===== config.mk =====
export PLATFORM = sky130hd
export DESIGN_NAME = hv_abist_rsp
export DESIGN_NICKNAME = d
export VERILOG_FILES = /design/src/rtl/hv_abist_rsp.sv
export SDC_FILE = /design/constraint.sdc
export NUM_CORES = 1
export LEC_CHECK = 0
export BUFFER_PORTS_ARGS = -buffer_cell sky130_fd_sc_hd__buf_4
export CORE_AREA = 5 5 133 135
export DETAILED_ROUTE_END_ITERATION = 7
export DIE_AREA = 0 0 138 140
export GPL_TIMING_DRIVEN = 0
export HOLD_SLACK_MARGIN = 0.08
export PLACE_DENSITY = 0.61
export SYNTH_ARGS = -nofsm -noshare
export SYNTH_HDL_FRONTEND = slang
export SYNTH_SLANG_ARGS = --single-unit

===== constraint.sdc =====
create_clock -name i_clk -period 1.74 [get_ports i_clk]
set_clock_uncertainty 0.05 [all_clocks]
set_input_delay 0.087 -clock i_clk [delete_from_list [all_inputs] [get_ports i_clk]]
set_output_delay 0.087 -clock i_clk [all_outputs]
set_load 0.02 [all_outputs]

===== src/rtl/hv_abist_rsp.sv =====
// Digital stand-in for the HV analog BIST macro: answers each abist stimulus with a
// delayed fault flag (ch0..4) or periodic ADC conversions (ch5), with per-channel fault injection.
module hv_abist_rsp #(
  parameter int unsigned       ADC_DW       = 10,
  parameter int unsigned       CLK_M        = 48,
  parameter int unsigned       DLY_W        = 8,
  parameter int unsigned       ADC_CONV_CYC = 4 * CLK_M,
  parameter logic [ADC_DW-1:0] ADC_CODE1    = ADC_DW'(10'h200),
  parameter logic [ADC_DW-1:0] ADC_CODE2    = ADC_DW'(10'h203),
  parameter logic [ADC_DW-1:0] ADC_BAD_CODE = ADC_DW'(10'h000)
) (
  input  logic              i_clk,
  input  logic              i_rst,
  input  logic [5:0]        i_stim,
  input  logic [DLY_W-1:0]  i_asrt_dly,
  input  logic [DLY_W-1:0]  i_rls_dly,
  input  logic [5:0]        i_inj_en,
  input  logic [5:0]        i_inj_mode,
  output logic              o_hv_vcc_ov,
  output logic              o_hv_ot,
  output logic              o_hv_desat_flt,
  output logic              o_hv_oc,
  output logic              o_hv_scp_flt,
  output logic              o_hv_adc_rdy1,
  output logic [ADC_DW-1:0] o_hv_adc_data1,
  output logic              o_hv_adc_rdy2,
  output logic [ADC_DW-1:0] o_hv_adc_data2
);

  localparam int unsigned NCH      = 6;
  localparam int unsigned NFLG     = 5;
  localparam int unsigned ADC_CH   = 5;
  localparam int unsigned CNV_W    = (ADC_CONV_CYC > 1) ? $clog2(ADC_CONV_CYC) : 1;
  localparam logic [CNV_W-1:0] CNV_LAST = CNV_W'(ADC_CONV_CYC - 1);

  typedef enum logic [1:0] {
    ST_IDLE = 2'd0,
    ST_ADLY = 2'd1,
    ST_ACT  = 2'd2,
    ST_RDLY = 2'd3
  } state_e;

  state_e             state_q [NCH];
  state_e             state_d [NCH];
  logic [DLY_W-1:0]   cnt_q   [NCH];
  logic [DLY_W-1:0]   cnt_d   [NCH];
  logic [NFLG-1:0]    flag_q, flag_d;
  logic [CNV_W-1:0]   conv_cnt_q, conv_cnt_d;
  logic [CNV_W-1:0]   inj_cnt_q, inj_cnt_d;
  logic               rdy_q, rdy_d;
  logic [ADC_DW-1:0]  data1_q, data1_d;
  logic [ADC_DW-1:0]  data2_q, data2_d;

  // Per-channel handshake FSM: assert delay, active, release delay.
  always_comb begin
    for (int unsigned i = 0; i < NCH; i++) begin
      state_d[i] = state_q[i];
      cnt_d[i]   = cnt_q[i];
      if (i_inj_en[i]) begin
        state_d[i] = ST_IDLE;
        cnt_d[i]   = '0;
      end else begin
        case (state_q[i])
          ST_IDLE: begin
            if (i_stim[i]) begin
              state_d[i] = ST_ADLY;
              cnt_d[i]   = '0;
            end
          end
          ST_ADLY: begin
            if (!i_stim[i]) begin
              state_d[i] = ST_IDLE;
              cnt_d[i]   = '0;
            end else if (cnt_q[i] == i_asrt_dly) begin
              state_d[i] = ST_ACT;
              cnt_d[i]   = '0;
            end else begin
              cnt_d[i] = cnt_q[i] + DLY_W'(1);
            end
          end
          ST_ACT: begin
            if (!i_stim[i]) begin
              state_d[i] = ST_RDLY;
              cnt_d[i]   = '0;
            end
          end
          ST_RDLY: begin
            // Re-assertion of the stimulus is ignored until IDLE is reached.
            if (cnt_q[i] == i_rls_dly) begin
              state_d[i] = ST_IDLE;
              cnt_d[i]   = '0;
            end else begin
              cnt_d[i] = cnt_q[i] + DLY_W'(1);
            end
          end
          default: begin
            state_d[i] = ST_IDLE;
            cnt_d[i]   = '0;
          end
        endcase
      end
    end
  end

  // Flag outputs follow the next FSM state unless injection overrides them.
  always_comb begin
    flag_d = '0;
    for (int unsigned i = 0; i < NFLG; i++) begin
      if (i_inj_en[i]) begin
        flag_d[i] = i_inj_mode[i];
      end else begin
        flag_d[i] = (state_d[i] == ST_ACT) || (state_d[i] == ST_RDLY);
      end
    end
  end

  // ADC conversion cadence; stuck injection runs its own cadence off the raw stimulus.
  always_comb begin
    rdy_d      = 1'b0;
    data1_d    = data1_q;
    data2_d    = data2_q;
    conv_cnt_d = '0;
    inj_cnt_d  = '0;
    if (i_inj_en[ADC_CH]) begin
      if (i_inj_mode[ADC_CH] && i_stim[ADC_CH]) begin
        if (inj_cnt_q == CNV_LAST) begin
          rdy_d   = 1'b1;
          data1_d = ADC_BAD_CODE;
          data2_d = ADC_CODE2;
        end else begin
          inj_cnt_d = inj_cnt_q + CNV_W'(1);
        end
      end
    end else if (state_q[ADC_CH] == ST_ACT && i_stim[ADC_CH]) begin
      if (conv_cnt_q == CNV_LAST) begin
        rdy_d   = 1'b1;
        data1_d = ADC_CODE1;
        data2_d = ADC_CODE2;
      end else begin
        conv_cnt_d = conv_cnt_q + CNV_W'(1);
      end
    end
  end

  always_ff @(posedge i_clk) begin
    if (i_rst) begin
      for (int unsigned i = 0; i < NCH; i++) begin
        state_q[i] <= ST_IDLE;
        cnt_q[i]   <= '0;
      end
      flag_q     <= '0;
      conv_cnt_q <= '0;
      inj_cnt_q  <= '0;
      rdy_q      <= 1'b0;
      data1_q    <= '0;
      data2_q    <= '0;
    end else begin
      for (int unsigned i = 0; i < NCH; i++) begin
        state_q[i] <= state_d[i];
        cnt_q[i]   <= cnt_d[i];
      end
      flag_q     <= flag_d;
      conv_cnt_q <= conv_cnt_d;
      inj_cnt_q  <= inj_cnt_d;
      rdy_q      <= rdy_d;
      data1_q    <= data1_d;
      data2_q    <= data2_d;
    end
  end

  assign o_hv_vcc_ov    = flag_q[0];
  assign o_hv_ot        = flag_q[1];
  assign o_hv_desat_flt = flag_q[2];
  assign o_hv_oc        = flag_q[3];
  assign o_hv_scp_flt   = flag_q[4];
  assign o_hv_adc_rdy1  = rdy_q;
  assign o_hv_adc_rdy2  = rdy_q;
  assign o_hv_adc_data1 = data1_q;
  assign o_hv_adc_data2 = data2_q;

endmodule


After elaboration in Yosys (flattened, before gate mapping)
Memory sizes are Yosys's and may differ from the RTL's.
Index checks and enable logic that the tools add are counted.

storage, ports and cells
  flip-flop bits (word level) = 42
  memory bits (writable) = 60
  input bits = 36
  output and inout port bits = 27
  word-level logic and storage cells = 212
  memories kept = 2

cells by class
  add/subtract/negate cells = 8
  eq/ne operators = 44
  multiplexer cells = 119
  bitwise operators = 15
  reductions and logical operators = 18

memory list
  memory   depth  bits a word  rd ports  clocked after Yosys merged registers in  write ports  RTL line  RTL
  cnt_q    6      8            6         0                                        6            45        logic [DLY_W-1:0] cnt_q [NCH];
  state_q  6      2            6         0                                        6            43        state_e state_q [NCH];

operators by type and width
  kind                 count
  $mux 8               42
  $pmux 8 s4           6
  $mux 10              10
  $eq 8x8->1           12
  $mux 2               42
  $add 8x1->8 const B  8
  $pmux 2 s4           6
  $eq 2x2->1 const B   22
  $eq 8x8->1 const B   2
  $mux 1               13
  $eq 2x1->1 const B   6
  $logic_not 2->1      6
  $or 1x1->1           12
  $reduce_or 4->1      2
  $logic_or 1x1->1     5
  $ne 2x1->1 const B   2
  $reduce_and 4->1     1
  $reduce_bool 2->1    2
  $not 1->1            3
  $logic_and 1x1->1    2

Logic depth before layout (Yosys ltp)
  depth after elaboration = 8
  gate-level depth with buffers = 7
  mapped depth without buffers = 7

Least setup slack after synthesis
Ideal clock, no wire load.

  kind = register -> register
  start = mem state_q[4][0] (netlist bit)
  end = mem cnt_q[4][6]
  setup time = 0.086 ns
  arrival time = 1.622 ns
  data required time = 1.604 ns
  path slack = -0.018 ns
  stages on the path, launching flop included = 8
  buffers on the path = 0
  period minus slack after synthesis = 1.758 ns
  cells stage by stage = dfxtp_1 -> inv_1 -> ha_1 -> nor3_1 -> a21oi_1 -> nand4_1 -> xor2_1 -> a211oi_1

RTL lines
  what                RTL line
  start: declaration  43
  end: declaration    45

==> run_results.csv <==
group,metric,value,unit
run_status,status,"complete, no violations",
synthesis,syn_inst,676,
placed_design,place_inst,939,
synthesis,synthArstFlopShare,0,
sta,setup_viol,0,
min_path,hold_start,"i_rst",
layout,antenna_cells,0,
critical_path,startpoint_type,"primary input",
pwr,switching_power,1230,uW
floorplanning,rows,47,
placed_design,dp_hpwl,9690,um
drt,drt_wl_total,13800,um
critical_path,crit_fanout,10,
drt,drtIter0Drc,291,
pwr,p_clk_frac,0.440,
clock_network,cts_tree,"done",
sta,slew_violations,0,
placed_design,place_ws,-0.0888,ns
clock_network,clk_pin_slew,0.07,ns
global_routing,grt_usage,0.142,
drt,routedWlPerCell,14.1,um
synthesis,synth_xor_area_frac,0.211,
synthesis,ys_seq_area_frac,0.301,
drt,via_count,4808,
critical_path,critPathMaxStageDelay,0.55,ns
sta,rsz0062_at_grt,"true",
global_routing,grt_max_degree,17,
sta,finalHoldViolCount,0,
critical_path,path_class,"in2reg",
sta,max_slew_margin,0.546,
layout,final-instance-count-excl-fill,979,
drt,ant_nets,0,
drt,wl_met3,946,um
synthesis,yosysMostFrequentCell,"dfxtp_1",
global_routing,antenna_found_initial,0,
clock_network,cts_sinks,84,
synthesis,synth-simple-area-share,0.235,
drt,met1Wirelength,6590,um
floorplanning,start_util,0.342,
critical_path,end_kind,"register",
clock_network,cts_buffers,9,
sta,max_clock_freq,0.576,GHz
pwr,seq_power_share,0.427,
drt,routed.top_layer,"met4",
drt,wl_met2,6070,um
critical_path,cp_num_buf_inv,4,
synthesis,synth.avg_cell_area,8.26,um2
synthesis,synth_compound_area_frac,0.134,
min_path,hold_class,"in2reg",
pwr,pwr-share-comb,0.133,
pwr,leakagePower,0.00279,uW
clock_network,insertion_delay,0.35,ns
critical_path,critPathLaunch,"i_rst",
layout,fill_cells,1654,
sta,tightest_slew,0.675,ns
layout,syn2layout_area_growth,26.1,%
sta,period_minus_slack,1.74,ns
synthesis,ys_seq_elements,84,
synthesis,synth_fa_ha_area_frac,0.0269,
floorplanning,core_area,16300,um2
floorplanning,fp.dieArea,19300,um2
sta,period_share,0.997,
critical_path,reg2reg_from,"cnt_q[0][4]",
drt,drc_errors,0,
drt,detailedRoute.firstPassIterationCount,4,
synthesis,synth_edf_count,0,
clock_network,htreeDepth,3,
pwr,peakVddDrop,614,uV
pwr,swShare,0.269,
critical_path,crit_family,"buffers and inverters",
critical_path,cp.required,1.92,ns
synthesis,synth_cell_types,60,
job,maxCapViolCount,0,
sta,setup_ws,0.00452,ns
layout,nets,802,
synthesis,muxShareOfSynthArea,0.00717,
layout,layout-drive-gt1-share,0.274,
synthesis,yosysTopAreaCell,"dfxtp_1",
synthesis,syn_area,5590,um2
global_routing,grt_overflow,0,
clock_network,root_buffer,"clkbuf_16",
synthesis,synth_top_family_by_area,"simple AND/OR/NAND/NOR gates",
global_routing,first_global_vias,4544,
floorplanning,fp.dieW,138,um
pwr,cellPowerDensity,648,nW/um2
placed_design,port_buffers,28,
critical_path,crit_chain,"buf_4, clkbuf_1, inv_1, nand3_1, dlygate4sd3_1, o41ai_1",
floorplanning,die_h,140,um
critical_path,arrival,1.92,ns
global_routing,grt_pass1_wl,22700,um
drt,viasPerCell,4.91,
critical_path,crit_slowest_cell,"dlygate4sd3_1",
clock_network,clockBufferDepth,2,
placed_design,globalplace.congestion,0.826,
synthesis,synth_flop_cell,"dfxtp_1",
synthesis,synth_top_area_share,0.301,
pwr,p_int,3340,uW
pwr,total_power,4570,uW
synthesis,yosysWarnings,0,
floorplanning,io_pins,63,
synthesis,synth_commonest_cells,"84 x dfxtp_1, 73 x xor2_1, 70 x nand2_1",
synthesis,synth_area_leaders,"dfxtp_1 30%, xor2_1 11%, xnor2_1 8.5%",
## layout make-up
type / count / area (um2) / share of cell area
Tap cell: 220 / 275 / 0.0391
Multi-Input combinational cell: 526 / 3770 / 0.535
Inverter: 17 / 63.8 / 0.00906
Sequential cell: 84 / 1720 / 0.245
Clock inverter: 7 / 83.8 / 0.0119
Clock buffer: 9 / 225 / 0.0320
Timing Repair Buffer: 63 / 526 / 0.0746
Buffer: 53 / 379 / 0.0538
## kinds of logic after synthesis
kind of cell               after synthesis
xor gates and xnor gates               131
muxes                                    4
other                                    1
AOI/OAI and AO/OA                      101
DFF                                     84
and+or+nand+nor                        262
buffers and inverters                   81
adders and majority gates               12
## worst register-to-register path, cell delays in order (launching register included)
cell and delay [ns]:
dfxtp_4 0.37, buf_4 0.14, xor2_1 0.22, nor4_2 0.10, and3_1 0.17, o311a_1 0.34, a31o_1 0.22
## metal layers
layer / track usage / vias up
met5: 0 / -
met4: 0.0338 / 0
met3: 0.0464 / 15
met2: 0.217 / 126
met1: 0.195 / 2237
li1: - / 2430
## repair_timing
| item | CTS | global route |
|---|---|---|
| cloned | 0 | 0 |
| endpoints found under the hold margin | 14 | 0 |
| setup endpoints to repair | 36 | 73 |
| hold buffers | 16 | 0 |
| pin swaps | 6 | 29 |
| setup buffers | 6 | 13 |
| resized for setup | 16 | 77 |
## registers in the layout, summed over array words and instances, names as in the netlist, named ones only
register,flops
o_hv_adc_data2,1
o_hv_adc_data1,1
state_q,11
flag_q,5
cnt_q,48
o_hv_adc_rdy1,1
conv_cnt_q,8
inj_cnt_q,8
## per-stage QoR
stage	util	setup TNS (ns)	hold WS (ns)	instance area, um2
6_report	0.431	0	0.0908	7050
5_1_grt	0.431	-0.538	0.102	7050
4_1_cts	0.409	-0.000532	0.0805	6690
3_5_place_dp	0.375	-1.78	0.273	6130
3_3_place_gp	0.375	-1.73	0.272	6130
2_1_floorplan	-	0	0.164	5650
## placed cells by master, fill, tap and decap left out, types with 8 or more instances in the layout
master,synthesis,final
xor2_1,73,72
nand2_1,70,70
buf_4,23,70
nor2_1,69,61
dfxtp_1,84,54
xnor2_1,54,50
dfxtp_2,0,28
nand4_1,24,24
nand3_1,20,20
inv_1,17,16
conb_1,1,16
dlygate4sd3_1,0,16
a21oi_1,16,15
buf_2,21,12
nor2b_1,12,12
and2_1,12,12
o221ai_1,12,12
or2_2,11,11
nor4_2,2,10
ha_1,12,10
buf_6,7,9
o22ai_1,9,9
clkbuf_16,0,9
o21ai_0,9,8
## power groups by stage
stage / combinational, uW / sequential [uW] / clock, uW
6_report: 607 / 1950 / 2010
5_1_grt: 654 / 1950 / 2160
4_1_cts: 538 / 1950 / 2090
3_5_place_dp: 494 / 2000 / 0
3_3_place_gp: 493 / 2000 / 0
2_1_floorplan: 359 / 2000 / 0
## final timing paths
kind              endpoint  slack (ns)  cells past startpoint
max reg2reg      flag_q[0]        0.02                      6
max              flag_q[4]       0.005                      6
min reg2reg  conv_cnt_q[0]        0.40                      1
min            cnt_q[5][1]        0.09                      3
Power figures use the tool's default switching activity.
